### src/rtl/field_pack_arbiter.sv
// field_pack_arbiter: round-robin arbiter that packs granted requester fields
// MSB-first into one output word, delivered on a valid/ready interface.
//
// Handshake: out_valid is high only in HOLD, where out_data/out_fields stay
// frozen. A word transfers on a rising clk edge where out_valid && out_ready.
// The accepting edge returns to FILL, so the cycle after it is a bubble.
// gnt is combinational, and the granted field is captured on the same edge.
module field_pack_arbiter #(
    parameter int NUM_REQ = 4,
    parameter int FIELD_W = 2,
    parameter int FIELDS  = 4,
    parameter logic [FIELD_W-1:0] PAD_FIELD = 2'b10,
    localparam int OUT_W = FIELD_W * FIELDS,
    localparam int CNT_W = $clog2(FIELDS + 1)
) (
    input  logic                       clk,
    input  logic                       rst_n,
    input  logic [NUM_REQ-1:0]         req,
    input  logic [NUM_REQ*FIELD_W-1:0] field_in,
    output logic [NUM_REQ-1:0]         gnt,
    input  logic                       flush,
    output logic                       out_valid,
    input  logic                       out_ready,
    output logic [OUT_W-1:0]           out_data,
    output logic [CNT_W-1:0]           out_fields
);

    localparam int PTR_W = $clog2(NUM_REQ);

    typedef enum logic {
        FILL = 1'b0,
        HOLD = 1'b1
    } state_t;

    state_t             state_q;
    state_t             state_d;
    logic [CNT_W-1:0]   fill_cnt;
    logic [PTR_W-1:0]   rr_ptr;
    logic               grant_any;
    logic [PTR_W-1:0]   win_idx;
    logic [FIELD_W-1:0] win_field;
    logic               pad_now;
    logic               last_slot;
    int                 idx;

    // Flush closes a non-empty partial word and beats any request that cycle.
    assign pad_now   = rst_n && (state_q == FILL) && flush && (fill_cnt != '0);
    assign last_slot = (fill_cnt == CNT_W'(FIELDS - 1));
    assign win_field = field_in[win_idx*FIELD_W +: FIELD_W];
    assign out_valid = (state_q == HOLD);

    // Round-robin search starting at rr_ptr; gated off in reset, HOLD and pad cycles.
    always_comb begin
        gnt       = '0;
        grant_any = 1'b0;
        win_idx   = '0;
        idx       = 0;
        if (rst_n && (state_q == FILL) && !pad_now) begin
            for (int k = 0; k < NUM_REQ; k++) begin
                idx = (int'(rr_ptr) + k) % NUM_REQ;
                if (!grant_any && req[idx]) begin
                    grant_any = 1'b1;
                    win_idx   = PTR_W'(idx);
                end
            end
        end
        if (grant_any) begin
            gnt[win_idx] = 1'b1;
        end
    end

    // Next-state: FILL -> HOLD on last slot or pad, HOLD -> FILL on accept.
    always_comb begin
        state_d = state_q;
        case (state_q)
            FILL: begin
                if (pad_now || (grant_any && last_slot)) begin
                    state_d = HOLD;
                end
            end
            HOLD: begin
                if (out_ready) begin
                    state_d = FILL;
                end
            end
            default: state_d = FILL;
        endcase
    end

    // State register.
    always_ff @(posedge clk or negedge rst_n) begin
        if (!rst_n) begin
            state_q <= FILL;
        end else begin
            state_q <= state_d;
        end
    end

    // Datapath: slot capture, padding, fill counter and round-robin pointer.
    always_ff @(posedge clk or negedge rst_n) begin
        if (!rst_n) begin
            fill_cnt   <= '0;
            rr_ptr     <= '0;
            out_data   <= '0;
            out_fields <= '0;
        end else begin
            case (state_q)
                FILL: begin
                    if (pad_now) begin
                        for (int s = 0; s < FIELDS; s++) begin
                            if (s >= int'(fill_cnt)) begin
                                out_data[OUT_W-1-FIELD_W*s -: FIELD_W] <= PAD_FIELD;
                            end
                        end
                        out_fields <= fill_cnt;
                    end else if (grant_any) begin
                        for (int s = 0; s < FIELDS; s++) begin
                            if (s == int'(fill_cnt)) begin
                                out_data[OUT_W-1-FIELD_W*s -: FIELD_W] <= win_field;
                            end
                        end
                        fill_cnt <= fill_cnt + CNT_W'(1);
                        rr_ptr   <= (int'(win_idx) == NUM_REQ - 1) ? '0 : win_idx + PTR_W'(1);
                        if (last_slot) begin
                            out_fields <= CNT_W'(FIELDS);
                        end
                    end
                end
                HOLD: begin
                    if (out_ready) begin
                        fill_cnt <= '0;
                    end
                end
                default: ;
            endcase
        end
    end

    a_gnt_onehot0 : assert property (@(posedge clk) disable iff (!rst_n) $onehot0(gnt));
    a_gnt_in_hold : assert property (@(posedge clk) disable iff (!rst_n) out_valid |-> (gnt == '0));
    a_fields_max  : assert property (@(posedge clk) disable iff (!rst_n) int'(out_fields) <= FIELDS);

endmodule
### config.mk
export PLATFORM = sky130hd
export DESIGN_NAME = field_pack_arbiter
export DESIGN_NICKNAME = d
export VERILOG_FILES = /design/src/rtl/field_pack_arbiter.sv
export SDC_FILE = /design/constraint.sdc
export NUM_CORES = 1
export LEC_CHECK = 0
export CORE_UTILIZATION = 50
export CTS_CLUSTER_DIAMETER = 80
export CTS_CLUSTER_SIZE = 12
export DETAILED_ROUTE_END_ITERATION = 6
export MAX_ROUTING_LAYER = met4
export PLACE_DENSITY = 0.84
export RECOVER_POWER = 100
export SYNTH_ARGS = -nofsm -noshare
export SYNTH_HDL_FRONTEND = slang
export SYNTH_SLANG_ARGS = --single-unit
### constraint.sdc
create_clock -name clk -period 7.4 [get_ports clk]
set_clock_uncertainty 0.1 [all_clocks]
set_input_delay 1.48 -clock clk [delete_from_list [all_inputs] [get_ports clk]]
set_output_delay 1.48 -clock clk [all_outputs]
set_load 0.1 [all_outputs]
After elaboration in Yosys (flattened, before gate mapping)
Index checks and enable logic that the tools add are counted.
{"block": "op_classes", "add_sub_neg": 5, "mul": 0, "div": 0, "n_lt_le_gt_ge": 10, "eq_ne": 12, "n_shift": 1, "muxes": 48, "bitwise_logic": 5, "n_reduce_logical": 32}
{"cell": "2-to-1 mux 2 bit", "count": 14}
{"cell": "2-to-1 mux 1 bit", "count": 18}
{"cell": "2-to-1 mux 3 bit", "count": 6}
{"cell": "2-to-1 mux 8 bit", "count": 2}
{"cell": "AND reduction 4 bit", "count": 4}
{"cell": "less-than comparator 3 x 4 -> 1 bit (second input constant)", "count": 3}
{"cell": "nonzero test 2 bit", "count": 6}
{"cell": "logical AND 1 bit", "count": 9}
{"cell": "AND reduction 3 bit", "count": 3}
{"cell": "binary-select mux 1 bit (select 2 bit)", "count": 4}
{"cell": "inequality test 2 x 1 -> 1 bit (second input constant)", "count": 4}
{"cell": "variable part select 8 x 4 -> 2 bit", "count": 1}
{"cell": "equality test 3 bit (first input constant)", "count": 2}
{"cell": ">= comparator 1 x 3 -> 1 bit (first input constant)", "count": 2}
{"cell": ">= comparator 2 x 3 -> 1 bit (first input constant)", "count": 2}
{"cell": "less-than comparator 2 x 3 -> 1 bit (second input constant)", "count": 2}
{"cell": "inequality test 2 bit (second input constant)", "count": 3}
{"cell": "case mux 3 bit (2 select lines)", "count": 1}
{"cell": "OR reduction 2 bit", "count": 3}
{"cell": "adder 2 x 1 -> 2 bit (second input constant)", "count": 2}
{"cell": "adder 2 bit (second input constant)", "count": 2}
{"cell": "zero test 1 bit", "count": 4}
{"cell": "2-to-1 mux 4 bit", "count": 1}
{"cell": "adder 3 x 1 -> 3 bit (second input constant)", "count": 1}
{"cell": "11 further kinds", "count": 14}
{"block": "totals", "register_bits": 17, "latch_bits": 0, "ramBits": 0, "mem_bits_ro": 0, "inputBits": 16, "out_inout_bits": 16, "word_cells": 121, "memories": 0}

Depth between registers and ports, before layout
{"block": "depth", "depth_word": 24, "depth_mapped": 9, "depth_no_buf": 9}

Worst setup path after synthesis
No wires, ideal clock.
{"block": "synth_path", "path_kind": "input -> output", "from": "in req[2]", "to": "out gnt[2]", "arrival_ns": 3.310, "required_ns": 5.820, "setup_slack_ns": 2.510, "stages": 6, "path_buffers": 0, "cell_sequence": "nor2b_1 a221o_1 nand2_1 nor2_1 inv_1 nor2_1"}
{"block": "synth_between", "elab_chain_cells": 21, "elab_cells_between_ends": 36, "cone_classes": "2 x order compare; 27 x mux; 7 x reduce/logical"}
{"element": "start, declared", "line_no": "18", "rtl": "input logic [NUM_REQ-1:0] req,"}
{"element": "binary-select mux 1 bit (select 2 bit)", "line_no": "61", "rtl": "if (!grant_any && req[idx]) begin"}
{"element": "2-to-1 mux 1 bit (not written as such)", "line_no": "61"}
{"element": "2-to-1 mux 1 bit", "line_no": "61"}
{"element": "2-to-1 mux 1 bit", "line_no": "58", "rtl": "if (rst_n && (state_q == FILL) && !pad_now) begin"}
{"element": "zero test 1 bit", "line_no": "61"}
{"element": "logical AND 1 bit", "line_no": "61"}
{"element": "2-to-1 mux 1 bit", "line_no": "61"}
{"element": "2-to-1 mux 1 bit", "line_no": "58"}
{"element": "[... 5 more ...]"}
{"element": "logical AND 1 bit", "line_no": "61"}
{"element": "2-to-1 mux 2 bit", "line_no": "61"}
{"element": "2-to-1 mux 2 bit", "line_no": "58"}
{"element": "less-than comparator 2 x 3 -> 1 bit (not written as such) or >= comparator 2 x 1 -> 1 bit (tied branches)", "line_no": "68", "rtl": "gnt[win_idx] = 1'b1;"}
{"element": "logical AND 1 bit (not written as such)", "line_no": "68"}
{"element": "2-to-1 mux 1 bit (not written as such)", "line_no": "68"}
{"element": "demux 1 bit (select 2 bit)", "line_no": "68"}
{"element": "2-to-1 mux 4 bit *", "line_no": "67", "rtl": "if (grant_any) begin"}
{"element": "end, declared", "line_no": "20", "rtl": "output logic [NUM_REQ-1:0] gnt,"}
Every way passes the cells marked *; elsewhere a longest branch is shown, timed or not. The select of a mux whose other input is x is not followed.

Worst setup path after layout
{"block": "layout_path", "from": "in rst_n", "to": "out gnt[0]"}
{"block": "layout_between", "elab_chain_cells": 11, "elab_cells_between_ends": 13, "cone_classes": "2 x order compare; 5 x mux; 6 x reduce/logical"}
{"element": "start, declared", "line_no": "17", "rtl": "input logic rst_n,"}
{"element": "logical AND 1 bit *", "line_no": "47, 58"}
{"element": "logical AND 1 bit (2 in a row)", "line_no": "47", "rtl": "assign pad_now = rst_n && (state_q == FILL) && flush && (fill_cnt != '0);"}
{"element": "zero test 1 bit", "line_no": "58"}
{"element": "logical AND 1 bit *", "line_no": "58"}
{"element": "2-to-1 mux 2 bit", "line_no": "58"}
{"element": "less-than comparator 2 x 3 -> 1 bit (not written as such) or >= comparator 2 x 1 -> 1 bit (tied branches)", "line_no": "68"}
{"element": "logical AND 1 bit (not written as such)", "line_no": "68"}
{"element": "2-to-1 mux 1 bit (not written as such)", "line_no": "68"}
{"element": "demux 1 bit (select 2 bit)", "line_no": "68"}
{"element": "2-to-1 mux 4 bit *", "line_no": "67"}
Every way passes the cells marked *; elsewhere a longest branch is shown, timed or not.

==> results <==
[layer usage]
layer / global-route usage [%] / wire length, um / up-vias
met1: 30.4 / 1160 / 455
met5: - / 0 / -
met3: 4.72 / 57 / 2
li1: - / - / 473
met2: 41.4 / 1190 / 13
met4: 7.35 / 23 / 0
[state kept, by name, summed over array words and instances (netlist names)]
signal	count
out_data	8
fill_cnt	3
out_fields	3
rr_ptr	2
out_valid	1
[path summary, 6_finish.rpt]
kind                             start            end  depth (start not counted)
min in group asynchronous        rst_n    out_data[7]                          2
hold / removal             out_data[6]    out_data[6]                          2
setup / recovery                 rst_n         gnt[0]                          9
hold reg to reg            out_data[6]    out_data[6]                          2
setup reg to reg           fill_cnt[0]    out_data[7]                          9
max in group asynchronous        rst_n  out_fields[0]                          2
[kinds of logic after synthesis]
group / Yosys count / share of synthesized area, %
buffers and inverters: 11 / 3.78
multiplexers: 6 / 5.73
flip-flops: 17 / 38.9
adder cells (fa/ha/maj): 8 / 9.16
AO/OA/AOI/OAI: 32 / 21.7
AND/OR/NAND/NOR: 37 / 20.7
[layout make-up]
type / count / area (sq um) / area share, %
clock buffers: 4 / 26.3 / 1.83
inverters: 11 / 41.3 / 2.88
multi-input cells: 83 / 604 / 42.2
flip-flops and latches: 17 / 425 / 29.7
well taps: 27 / 33.8 / 2.36
repair buffers: 32 / 302 / 21.0
[per-stage QoR]
step / setup slack [ns] / cell area, sq um / std cells / hold WS (ns) / utilization (%)
after floorplan: 2.51 / 1090 / 111 / 0.428 / -
after global placement: 1.52 / 1440 / 170 / 0.367 / 71.9
after detailed placement: 1.46 / 1440 / 170 / 0.383 / 71.9
after CTS: 1.45 / 1470 / 174 / 0.412 / 73.2
after global routing: 0.743 / 1430 / 174 / 0.443 / 71.6
final: 1.03 / 1430 / 174 / 0.400 / 71.6
[worst max-delay path: cells and delay by family]
family	cells	cell delay, ns
buffers and inverters	4	2.17
adder cells (fa/ha/maj)	1	0.20
AND/OR/NAND/NOR	3	0.82
AO/OA/AOI/OAI	1	0.09
[cell usage in the layout, fill, tap and decap left out, types with 2 or more instances in the layout]
| master | count |
|---|---|
| mux2i_1 | 4 |
| nor2_1 | 7 |
| a32oi_1 | 2 |
| nor2b_1 | 2 |
| nand2_1 | 10 |
| dlygate4sd3_1 | 14 |
| mux2_2 | 2 |
| and3_1 | 3 |
| nand2b_1 | 2 |
| a21oi_1 | 4 |
| clkbuf_4 | 3 |
| inv_1 | 11 |
| clkbuf_1 | 4 |
| a22o_1 | 3 |
| dfrtp_1 | 17 |
| o21ai_0 | 11 |
| clkdlybuf4s50_1 | 15 |
| ha_1 | 8 |
| nor3_1 | 3 |
==> key figures <==
Clock tree
  • Htree depth: 1
  • Post-CTS Setup Repair Bufs: 0
  • Cts repair resizes: 0
  • Post-CTS Hold Buffers: 0
  • Clock latency on the worst-skew pair: slightly below 0.3 ns
  • Clk slew on worst S/H paths: ~0.09 ns
  • Clock tree buffer depth: 2
  • CTS Sinks: 17
  • TritonCTS Buffers: 3
  • CTS tree: yes
  • Root Driver: clkbuf_4

Critical path
  • Worst reg2reg setup slack: 4.91 ns
  • Crit-path max FO: 19
  • Critical path launch point type: input port
  • Critical Path AT: 4.79 ns
  • Crit end category: output pin
  • Worst path max stage delay: about 0.92 ns
  • CP Class: input port to output pin
  • Critical-path top delay cell: dlygate4sd3_1
  • CP Data Required Time: about 5.8 ns
  • CP cell instances: clkdlybuf4s50_1, clkbuf_1, and2b_1, o21ai_2, nor4_4, inv_1, ha_1, and3_1, dlygate4sd3_1

Synth
  • Synth area leader: dfrtp_1
  • Top cell type's share of synthesized area: roughly 40%
  • Syn. warnings: 0
  • Synth cell types: 37
  • Syn_nets: 135
  • Synth Register Bits: 17
  • Syn Inst Count: 111
  • Syn Area/Cell: 9.84 sq um
  • Dominant synthesized flop cell: dfrtp_1
  • Synthesized cell area: ~1100 sq um
  • Sequential cell area fraction in the yosys report: 38.9%
  • Top post-synthesis cells by area: dfrtp_1, ha_1, inv_1, mux2i_1, o21ai_0
  • Post-synth EDFFs: 0
  • FFs w/ async S/R, synth: 100%
  • Commonest cells post-synth: dfrtp_1, inv_1, nand2_1, ha_1, o21ai_0
  • Most frequent cell after synthesis: dfrtp_1

Detailed routing
  • DRT iter0 DRCs: 14
  • Routed Antenna Nets: 0
  • Total Wirelength: 2.44 mm
  • Drt via density: 5.42
  • Vias post-DR: 943
  • DR WL/cell: 14.0 um
  • TritonRoute pass-1 iters: 4
  • DRC Markers: 0

Global routing
  • GR Util All Layers: 24.8%
  • Largest net degree at the start of global routing: 20
  • Vias in the first global route: 968
  • GRT Residual Overflow: 0
  • Antenna violations before repair: 0
  • First-pass GRT wire length: 4.33 mm

STA
  • Tmin final: 6.37 ns
  • Final setup fails: 0
  • Slew HR: 22.7%
  • Max Transition Viols Final: 0
  • Achievable Freq: 0.157 GHz
  • Slew @ Worst Pin: 1.16 ns
  • Final period util: 86.1%
  • Setup_tns: 0 ns
  • RSZ-0062 raised after global routing: false
  • Endpoints failing hold: 0

Die
  • Num rows: 16
  • Starting Density: 54.6%
  • Io pins: 32
  • Die Y: 48.7 um
  • Die area: 2380 sq um
  • Core ar.: 2000 sq um
  • Die Wd: 48.7 um

Placed design
  • DP HPWL: 1.94 mm
  • Port Buffers: 31
  • GP Congestion: 0.864

Cells and area
  • Fin nets: 172
  • Layout Area Growth over Synthesis: 31.2%
  • Fill cells: 166
  • Antenna Cells: 0
  • Layout cell share with drive strength beyond 1: under 10%

Outcome
  • Status: complete, no violations

Run
  • # Max-Cap Violations: 0

Hold path
  • HP Class: flip-flop to flip-flop
Power of run 1 is left out: the tool's default activity adds up to more than one toggle a clock period on the data nets, which glitch-free logic cannot reach.
